## src/rtl/des3_kat_pkg.sv

```systemverilog
// Shared types, vector layout and the known-answer table for the des3 self test.
// Each table entry packs {k1, k2, k3, pt, ct}; keys still carry DES parity bits.
package des3_kat_pkg;

  typedef enum logic [2:0] {
    ST_IDLE  = 3'd0,
    ST_LOAD  = 3'd1,
    ST_ENC   = 3'd2,
    ST_CHK_E = 3'd3,
    ST_DEC   = 3'd4,
    ST_CHK_D = 3'd5,
    ST_PASS  = 3'd6,
    ST_FAIL  = 3'd7
  } kat_state_e;

  localparam int VEC_W     = 320;
  localparam int K1_LSB    = 256;
  localparam int K2_LSB    = 192;
  localparam int K3_LSB    = 128;
  localparam int PT_LSB    = 64;
  localparam int CT_LSB    = 0;
  localparam int KAT_DEPTH = 4;
  localparam int KAT_IDX_W = $clog2(KAT_DEPTH);

  typedef logic [VEC_W-1:0] kat_vec_t;

  // Weak key 0101.. makes single DES an involution, so E(pt)=ct and E(ct)=pt.
  localparam kat_vec_t KAT_TABLE [KAT_DEPTH] = '{
    {64'h0101010101010101, 64'h0101010101010101, 64'h0101010101010101,
     64'h95F8A5E5DD31D900, 64'h8000000000000000},
    {64'h0101010101010101, 64'h0101010101010101, 64'h0101010101010101,
     64'hDD7F121CA5015619, 64'h4000000000000000},
    {64'h0101010101010101, 64'h0101010101010101, 64'h0101010101010101,
     64'h2E8653104F3834EA, 64'h2000000000000000},
    {64'h0101010101010101, 64'h0101010101010101, 64'h0101010101010101,
     64'h4BD388FF6CD81D4F, 64'h1000000000000000}
  };

  // Drop bit 0 of every byte: {k[63:57], k[55:49], ..., k[7:1]}.
  function automatic logic [55:0] strip_parity(input logic [63:0] k);
    logic [55:0] r;
    r = '0;
    for (int b = 0; b < 8; b++) begin
      r[b*7 +: 7] = k[b*8+1 +: 7];
    end
    return r;
  endfunction

endpackage

```

## src/rtl/des3_kat_rom.sv

```systemverilog
// Combinational idx -> vector lookup into the package table.
// Indices past the table end read as zero.
module des3_kat_rom
  import des3_kat_pkg::*;
(
  input  logic [7:0] idx,
  output kat_vec_t   vec
);

  always_comb begin
    vec = '0;
    if (idx < 8'(KAT_DEPTH)) begin
      vec = KAT_TABLE[idx[KAT_IDX_W-1:0]];
    end
  end

endmodule

```

## config.mk

```make
export PLATFORM = sky130hd
export DESIGN_NAME = des3_kat_rom
export DESIGN_NICKNAME = d
export VERILOG_FILES = /design/src/rtl/des3_kat_pkg.sv /design/src/rtl/des3_kat_rom.sv
export SDC_FILE = /design/constraint.sdc
export NUM_CORES = 1
export LEC_CHECK = 0
export BUFFER_PORTS_ARGS = -buffer_cell sky130_fd_sc_hd__clkbuf_2
export CORE_AREA = 2 2 127 129
export DETAILED_ROUTE_END_ITERATION = 10
export DIE_AREA = 0 0 129 131
export PLACE_DENSITY = 0.56
export SYNTH_ARGS = -nofsm -noshare
export SYNTH_HDL_FRONTEND = slang
export SYNTH_SLANG_ARGS = --single-unit
```

## constraint.sdc

```tcl
create_clock -name vclk -period 3.4
set_input_delay 0.17 -clock vclk [all_inputs]
set_output_delay 0.17 -clock vclk [all_outputs]
set_load 0.01 [all_outputs]
```

After elaboration in Yosys (flattened, before gate mapping)
Index checks and enable logic that the tools add are counted.
{ "word_totals": {"register_bits": 0, "output_inout_bits": 320, "wordCells": 7, "in_bits": 8} }
{ "classes": {"mux": 4, "n_lt_le_gt_ge": 2, "bitwise": 1} }
{ "ops": {"columns": ["op", "count"], "rows": [
  ["$mux 320", 3],
  ["$bmux 320 s2", 1],
  ["$lt 8x3->1 const B", 1],
  ["$ge 3x3->1 const B", 1],
  ["$not 2->3", 1]
]} }

Depth between registers and ports, before layout
Gate-level depths: netlist of the first run.
{ "logic_depth": {"word_depth": 5, "ltp_mapped": 4, "ltp_nobuf": 3} }

Worst setup path after synthesis of the first run
OpenSTA, ideal clock, no wires.
{ "synth_path": {"kind": "input port to output port", "start": "in idx[5]", "end": "out vec[128]", "n_path_buf": 2, "path_slack_ns": 0.586, "required_ns": 3.230, "t_arrival_ns": 2.644, "cell_stages": 4, "path_cell_list": "or4_1 buf_2 nor3_1 buf_4"} }
{ "synth_via": {"elab_chain_cells": 2} }
{ "synth_rtl": {"columns": ["element", "line_no", "source"], "rows": [
  ["from (decl)", "des3_kat_rom.sv:6", "input logic [7:0] idx,"],
  ["$lt 8x3->1", "des3_kat_rom.sv:12", "if (idx < 8'(KAT_DEPTH)) begin"],
  ["$mux 320", "des3_kat_rom.sv:12", null],
  ["to (decl)", "des3_kat_rom.sv:7", "output kat_vec_t vec"]
]} }
No other way between the ends.

Worst setup path in the final report of the first run
{ "layout_path": {"start": "in idx[5]", "end": "out vec[100]"} }
Same word-level chain as after synthesis.

==> metrics.yaml, run 1 <==
max_stage_delay_ns: 0.70
seq_area_sq_um: 0
wl_per_cell_microns: 5.482
slew_headroom_pct: 41.85
p_leak_nw: 1.328
yosysUniqueCellTypes: 12
status: "finished, final reports clean"
core_sq_um: 15600
crit_start: "idx[5]"
first_iter_violations: 5
gp_congestion: 0.5798
io_pins: 328
n_fill_cell: 1847
crit_path_frequent_cell: "clkbuf_2"
hp-start: "idx[6]"
path_buf_inv: 2
die_area_sq_um: 16900
hold_class: "input port to primary output"
power_density_nw_per_um2: 80.21
finalNetCount: 370
grt_pass1_wl_mm: 2.546
grt-ovfl-total: 0
grt_max_degree: 27
hold_buffers: 0
ir_drop_mv: 0.02125
ant_nets: 0
cp-start-kind: "input port"
period_minus_slack_ns: 2.028
post-cts-setup-buffer-count: 0
die_x_microns: 129
fin_cells: 571
dp_hpwl_mm: 2.942
slew_viol_final: 0
synth.yosys.warnings: 0
worstPathMaxFanout: 6
critical_path.endpoint_type: "primary output"
hold_slack_ns: 0.7108
cp_top_family: "simple AND/OR/NAND/NOR gates"
rsz0062_at_grt: "no"
antenna_found_initial: 0
fin_crit_sh_pct: 59.65
num_antenna_cells: 0
highest_layer: "met3"
syn_avg_cell_area_sq_um: 7.496
fmax_mhz: 493.1
path_class: "input port to primary output"
worst_pin_slew_ns: 0.8642
port_buffers: 98
crit_required_ns: 3.23
multiInputGateArea_sq_um: 1051
hold_path_end: "vec[72]"
seq_cells: 0
final_util_pct: 11.76
crit_chain: "clkbuf_2 > or4_1 > nor4_1 > clkbuf_2"
drt_first_pass_iters: 3
ys_seq_area_share_pct: 0
synthesis.instances: 332
start_util_pct: 15.96
postPlaceCellArea_sq_um: 1834
track_usage_pct: 1.954
drive_above_1_share_pct: 28.73
rows: 46
maxCapViolations: 0
final-setup-viol-count: 0
critPathSlowestCell: "nor4_1"
remaining_drc_errors: 0
m1WireLength_microns: 714
fin_area_sq_um: 1834
grt_pass1_vias: 491
synthToLayoutAreaGrowth_pct: -26.29
layout_common_cells: "230 x conb_1, 98 x clkbuf_2, 8 x and3_1, 5 x nor4_1, 5 x ha_1"
viasPerCell: 2.200
fin_tns_setup_ns: 0
syn-cell-area_sq_um: 2489
die_h_microns: 131
routed_wl_mm: 3.130
worstPathArrival_ns: 1.86
cts_resized: 0
mostFrequentLayoutCell: "conb_1"
hold_viol: 0
dp_cells: 571
worstHoldPathCells: 3
num_vias: 1256
clockBufferCount: 0
wl_met3_microns: 517
wl_met2_mm: 1.897
## Yosys cell counts (all sizes together)
library cell / count / area (sq um)
buf: 306 / 2295
and3: 8 / 50.05
nor4: 6 / 43.79
ha: 5 / 62.56
inv: 2 / 7.510
conb: 1 / 3.750
nor2: 1 / 3.750
nor3: 1 / 5.000
o211a: 1 / 10.01
or4: 1 / 7.510
## where the power goes
| part | internal (mW) | total, mW | switching, mW |
|---|---|---|---|
| sequential | 0 | 0 | 0 |
| combinational | 0.0113 | 0.147 | 0.136 |
| clock | 0 | 0 | 0 |
## worst max-delay path by stage
stage                          end  cells after the start  slack [ns]
final                     vec[100]                      4        1.37
after global routing       vec[67]                      4        1.22
after CTS                 vec[100]                      4        1.33
after detailed placement  vec[100]                      4        1.34
after global placement     vec[67]                      4        1.35
after floorplan           vec[128]                      4        0.59
## layout make-up
class | instances | share of cell area, %
inverter | 2 | 0.4093
multi-input combinational | 253 | 57.30
tap | 216 | 14.73
timing repair buffer | 100 | 27.56
## cells by family after synthesis
family / share of synthesized area [%]
compound gates: 0.4022
simple gates: 4.424
buf+inv: 92.51
other cells: 0.1507
fa+ha+maj: 2.514
## per-layer routing
metal | vias up | track usage (%)
li1 | 532 | -
met5 | - | 0
met3 | 0 | 0
met2 | 176 | 5.633
met4 | 0 | 0
met1 | 548 | 1.147
## through the flow
step	setup WS [ns]	power (mW)
6_report	1.372	0.1471
5_1_grt	1.217	0.1673
4_1_cts	1.333	0.1403
3_5_place_dp	1.336	0.1402
3_3_place_gp	1.352	0.1403
2_1_floorplan	0.5855	0.3272
Note: power is estimated with default switching activity, not from simulation.
==> run 2: changes to the inputs <==
- ABC_AREA: unset -> 1
- CORE_AREA: 2 2 127 129 -> 2 2 128 130
- DIE_AREA: 0 0 129 131 -> 0 0 130 132
- PLACE_DENSITY: 0.56 -> 0.55
- clock period: 3.4 -> 1.9 ns (I/O delays scaled with it)
==> run 2 against run 1 <==
Against the previous run: final cell count is 1.6% higher; hold slack worse by 0.18 ns; sequential share of layout area unchanged; area after synthesis is 0.65% higher; design area grew 1.1%; worst setup slack worse by 0.72 ns; critical path depth grew 1; die area increased by 1.5%; critical path type unchanged; largest power group unchanged; highest routed layer unchanged.
==> metrics.yaml, run 2 <==
status: "finished, final reports clean"
slew_viol_final: 0
grt_pass1_wl_mm: 3.505
seq_cells: 0
hp-start: "idx[1]"
layout_common_cells: "230 x conb_1, 98 x clkbuf_2, 9 x nor2_2, 8 x inv_1, 8 x nor2_1"
num_antenna_cells: 0
setup_ws_ns: 0.6564
worstPathArrival_ns: 1.15
ir_drop_mv: 0.03746
remaining_drc_errors: 0
dp_hpwl_mm: 3.295
crit_chain: "clkbuf_2 > inv_1 > ha_1 > nor2_2 > clkbuf_2"
critical_path.endpoint_type: "primary output"
io_pins: 328
core_sq_um: 15710
path_class: "input port to primary output"
p_leak_nw: 1.330
synthesis.instances: 339
worstPathMaxFanout: 7
yosysUniqueCellTypes: 9
gp_congestion: 0.5799
wl_met3_microns: 597
synth.yosys.warnings: 0
grt_max_degree: 27
critPathSlowestCell: "ha_1"
final-setup-viol-count: 0
dp_cells: 580
viasPerCell: 2.014
ys_seq_area_share_pct: 0
fin_tns_setup_ns: 0
dp_slack_ns: 0.6093
wl_met2_mm: 1.913
post-cts-setup-buffer-count: 0
worstHoldPathCells: 3
finalPower_mw: 0.2665
hold_path_end: "vec[80]"
routed_wl_mm: 3.505
syn_avg_cell_area_sq_um: 7.389
track_usage_pct: 2.655
finalNetCount: 379
fin_cells: 580
period_minus_slack_ns: 1.244
start_util_pct: 15.94
yosysTopAreaCell: "buf_4"
hold_viol: 0
synth_common_cells: "305 x buf_4, 9 x nor2_2, 8 x inv_1, 8 x nor2_1, 5 x ha_1"
synthToLayoutAreaGrowth_pct: -25.97
fin_area_sq_um: 1854
num_vias: 1168
rsz0062_at_grt: "no"
syn-cell-area_sq_um: 2505
crit_required_ns: 1.80
n_fill_cell: 1855
rows: 46
power_density_nw_per_um2: 143.7
die_h_microns: 132
maxCapViolations: 0
m1WireLength_microns: 995
multiInputGateArea_sq_um: 1033
hold_buffers: 0
grt-ovfl-total: 0
seq_area_sq_um: 0
die_area_sq_um: 17160
fin_crit_sh_pct: 65.45
drt_first_pass_iters: 4
cp_top_family: "buffers and inverters"
wl_per_cell_microns: 6.043
mostFrequentLayoutCell: "conb_1"
highest_layer: "met3"
port_buffers: 98
synthTopCellsByArea: "buf_4 91%, ha_1 2.5%, nor2_2 2.2%"
ant_nets: 0
die_x_microns: 130
clockBufferCount: 0
path_buf_inv: 3
synth_most_common_cell: "buf_4"
antenna_found_initial: 0
hold_class: "input port to primary output"
max_stage_delay_ns: 0.30
fmax_mhz: 804.1
first_iter_violations: 24
grt_pass1_vias: 540
cts_resized: 0
drive_above_1_share_pct: 31.04
cp-start-kind: "input port"
synth.top_cell.area_share_pct: 91.41
crit_path_frequent_cell: "clkbuf_2"
postPlaceCellArea_sq_um: 1854
-- run 2: changes by cell type after synthesis, moves of 5 or more --
cell,delta
nor2_1,+7
nor4_1,-5
inv_1,+6
and3_1,-8
nor2_2,+9
-- run 2: worst max path at each step --
stage            from        to  slack, ns  cells after the start
2_1_floorplan  idx[2]  vec[128]       0.63                      5
3_3_place_gp   idx[0]   vec[72]       0.62                      5
3_5_place_dp   idx[1]   vec[72]       0.61                      5
4_1_cts        idx[1]   vec[72]       0.60                      5
5_1_grt        idx[1]  vec[106]       0.52                      6
6_report       idx[1]   vec[72]       0.66                      5
-- run 2: layer usage --
metal | GRT usage (%) | vias up
li1 | - | 524
met3 | 0.2841 | 0
met5 | 0 | -
met4 | 0 | 0
met1 | 2.929 | 485
met2 | 5.585 | 159
-- run 2: area by class of cell --
class	count	area share (%)
inverter	8	1.619
multi-input combinational	254	55.74
tap	216	14.57
timing repair buffer	102	28.07
-- run 2: logic make-up (layout without fill, tap and decap cells) --
logic type	Yosys count	after routing	share of synthesized area [%]
adder cells (fa/ha/maj)	5	5	2.498
buffers and inverters	314	110	93.06
AND/OR/NAND/NOR	19	19	4.296
other	1	230	0.1497
-- run 2: per-stage QoR --
stage          hold WS [ns]  util, %
3_5_place_dp         0.5357    11.80
6_report             0.5281    11.80
4_1_cts              0.5368    11.80
2_1_floorplan        0.2436        -
5_1_grt              0.5667    11.80
3_3_place_gp         0.5200    11.80
-- run 2: tightest hold or removal path, delay by kind of cell --
family | cells | cell delay [ns]
and+or+nand+nor | 1 | 0.08
buffers and inverters | 2 | 0.25
-- run 2: power breakdown --
group	switching, mW	internal [mW]
clock network	0	0
logic	0.244	0.0222
registers	0	0
==> run 3: changes to the inputs <==
- ABC_AREA: 1 -> 0
- CORE_AREA: 2 2 128 130 -> 2 2 126 128
- DIE_AREA: 0 0 130 132 -> 0 0 128 130
- PLACE_DENSITY: 0.55 -> 0.58
- clock period: 1.9 -> 1.13 ns (I/O delays scaled with it)
==> run 3 against run 2 <==
Against the previous run: routed wire length grew 1.5%; highest routed layer unchanged; first-iteration DRC count is 67% lower; via count rose by 9.6%; combinational power rose by 86%; the run now ends with negative setup slack left; sequential share of layout area unchanged.
==> metrics.yaml, run 3 (same netlist as run 1, synthesis figures left out) <==
synthToLayoutAreaGrowth_pct: -14.23
maxCapViolations: 0
drt_first_pass_iters: 2
layout_common_cells: "230 x conb_1, 57 x buf_2, 22 x clkbuf_2, 18 x buf_6, 14 x buf_4"
status: "complete, but fails checks"
p_leak_nw: 1.476
die_area_sq_um: 16640
rsz0062_at_grt: "yes"
antenna_found_initial: 0
crit_required_ns: 1.07
rows: 46
num_antenna_cells: 0
ant_nets: 0
cp-start-kind: "input port"
port_buffers: 98
period_minus_slack_ns: 1.307
clockBufferCount: 0
start_util_pct: 16.13
core_sq_um: 15420
grt_max_degree: 27
drive_above_1_share_pct: 35.23
finalPower_mw: 0.4951
fin_crit_sh_pct: 115.7
num_vias: 1280
die_h_microns: 130
fin_cells: 561
dp_hpwl_mm: 3.260
grt-ovfl-total: 0
multiInputGateArea_sq_um: 1141
crit_chain: "buf_6 > or4_4 > nor4_2 > buf_4 > clkbuf_4"
worstPathArrival_ns: 1.25
remaining_drc_errors: 0
fmax_mhz: 765.2
hold_class: "input port to primary output"
gp_congestion: 0.5788
worstPathMaxFanout: 6
slew_viol_final: 0
hold_viol: 0
setup_ws_ns: -0.1769
wl_per_cell_microns: 6.339
critPathCapture: "vec[98]"
ir_drop_mv: 0.06891
viasPerCell: 2.282
io_pins: 328
first_iter_violations: 8
seq_area_sq_um: 0
routed_wl_mm: 3.556
track_usage_pct: 2.516
violations: "negative setup slack"
dp_cells: 561
finalNetCount: 384
critical_path.endpoint_type: "primary output"
mostFrequentLayoutCell: "conb_1"
path_class: "input port to primary output"
power_density_nw_per_um2: 231.9
crit_start: "idx[3]"
n_fill_cell: 1800
critPathSlowestCell: "or4_4"
grt_pass1_vias: 580
die_x_microns: 128
hold_buffers: 0
final-setup-viol-count: 78
max_stage_delay_ns: 0.61
seq_cells: 0
hold_slack_ns: 0.5509
grt_pass1_wl_mm: 3.256
==> run 3: timing repair <==
item,CTS,global route
buffers inserted,0,0
gates resized for setup,15,96
pin swaps,1,1
endpoints found under the setup margin,82,90
==> run 3: worst min-delay path by stage <==
stage / slack [ns] / start / cells after the start / endpoint
2_1_floorplan: 0.16 / idx[6] / 1 / vec[67]
3_3_place_gp: 0.51 / idx[7] / 3 / vec[88]
3_5_place_dp: 0.52 / idx[6] / 3 / vec[88]
4_1_cts: 0.52 / idx[6] / 3 / vec[88]
5_1_grt: 0.59 / idx[3] / 4 / vec[88]
6_report: 0.55 / idx[3] / 4 / vec[88]
==> run 3: area by class of cell <==
| type | count | share of cell area, % |
|---|---|---|
| multi-input combinational | 253 | 53.46 |
| tap | 192 | 11.25 |
| timing repair buffer | 114 | 34.94 |
| inverter | 2 | 0.3517 |
==> run 3: worst max-delay path, delay by kind of cell <==
family / cells / cell delay, ns
buffers and inverters: 3 / 0.42
AND/OR/NAND/NOR: 2 / 0.78
==> run 3: routing by layer <==
layer / vias to the layer above / part of all wire, % / track usage (%)
li1: 561 / - / -
met1: 548 / 24 / 2.142
met2: 171 / 58 / 5.977
met3: 0 / 18 / 0.5740
met4: 0 / 0 / 0
met5: - / 0 / 0
==> run 3: where the power goes <==
group / internal, mW / switching (mW) / total [mW]
sequential: 0 / 0 / 0
clock: 0 / 0 / 0
combinational: 0.0660 / 0.429 / 0.495
total: 0.0660 / 0.429 / 0.495
==> run 3: through the flow <==
step | utilization [%] | instance area, sq um | setup WS (ns) | TNS, ns
after floorplan | - | 3386 | -0.4604 | -18.35
after global placement | 12.61 | 1944 | -0.2034 | -11.56
after detailed placement | 12.61 | 1944 | -0.2121 | -11.72
after CTS | 12.94 | 1996 | -0.1997 | -9.392
after global routing | 13.84 | 2135 | -0.2530 | -13.76
final | 13.84 | 2135 | -0.1769 | -8.830
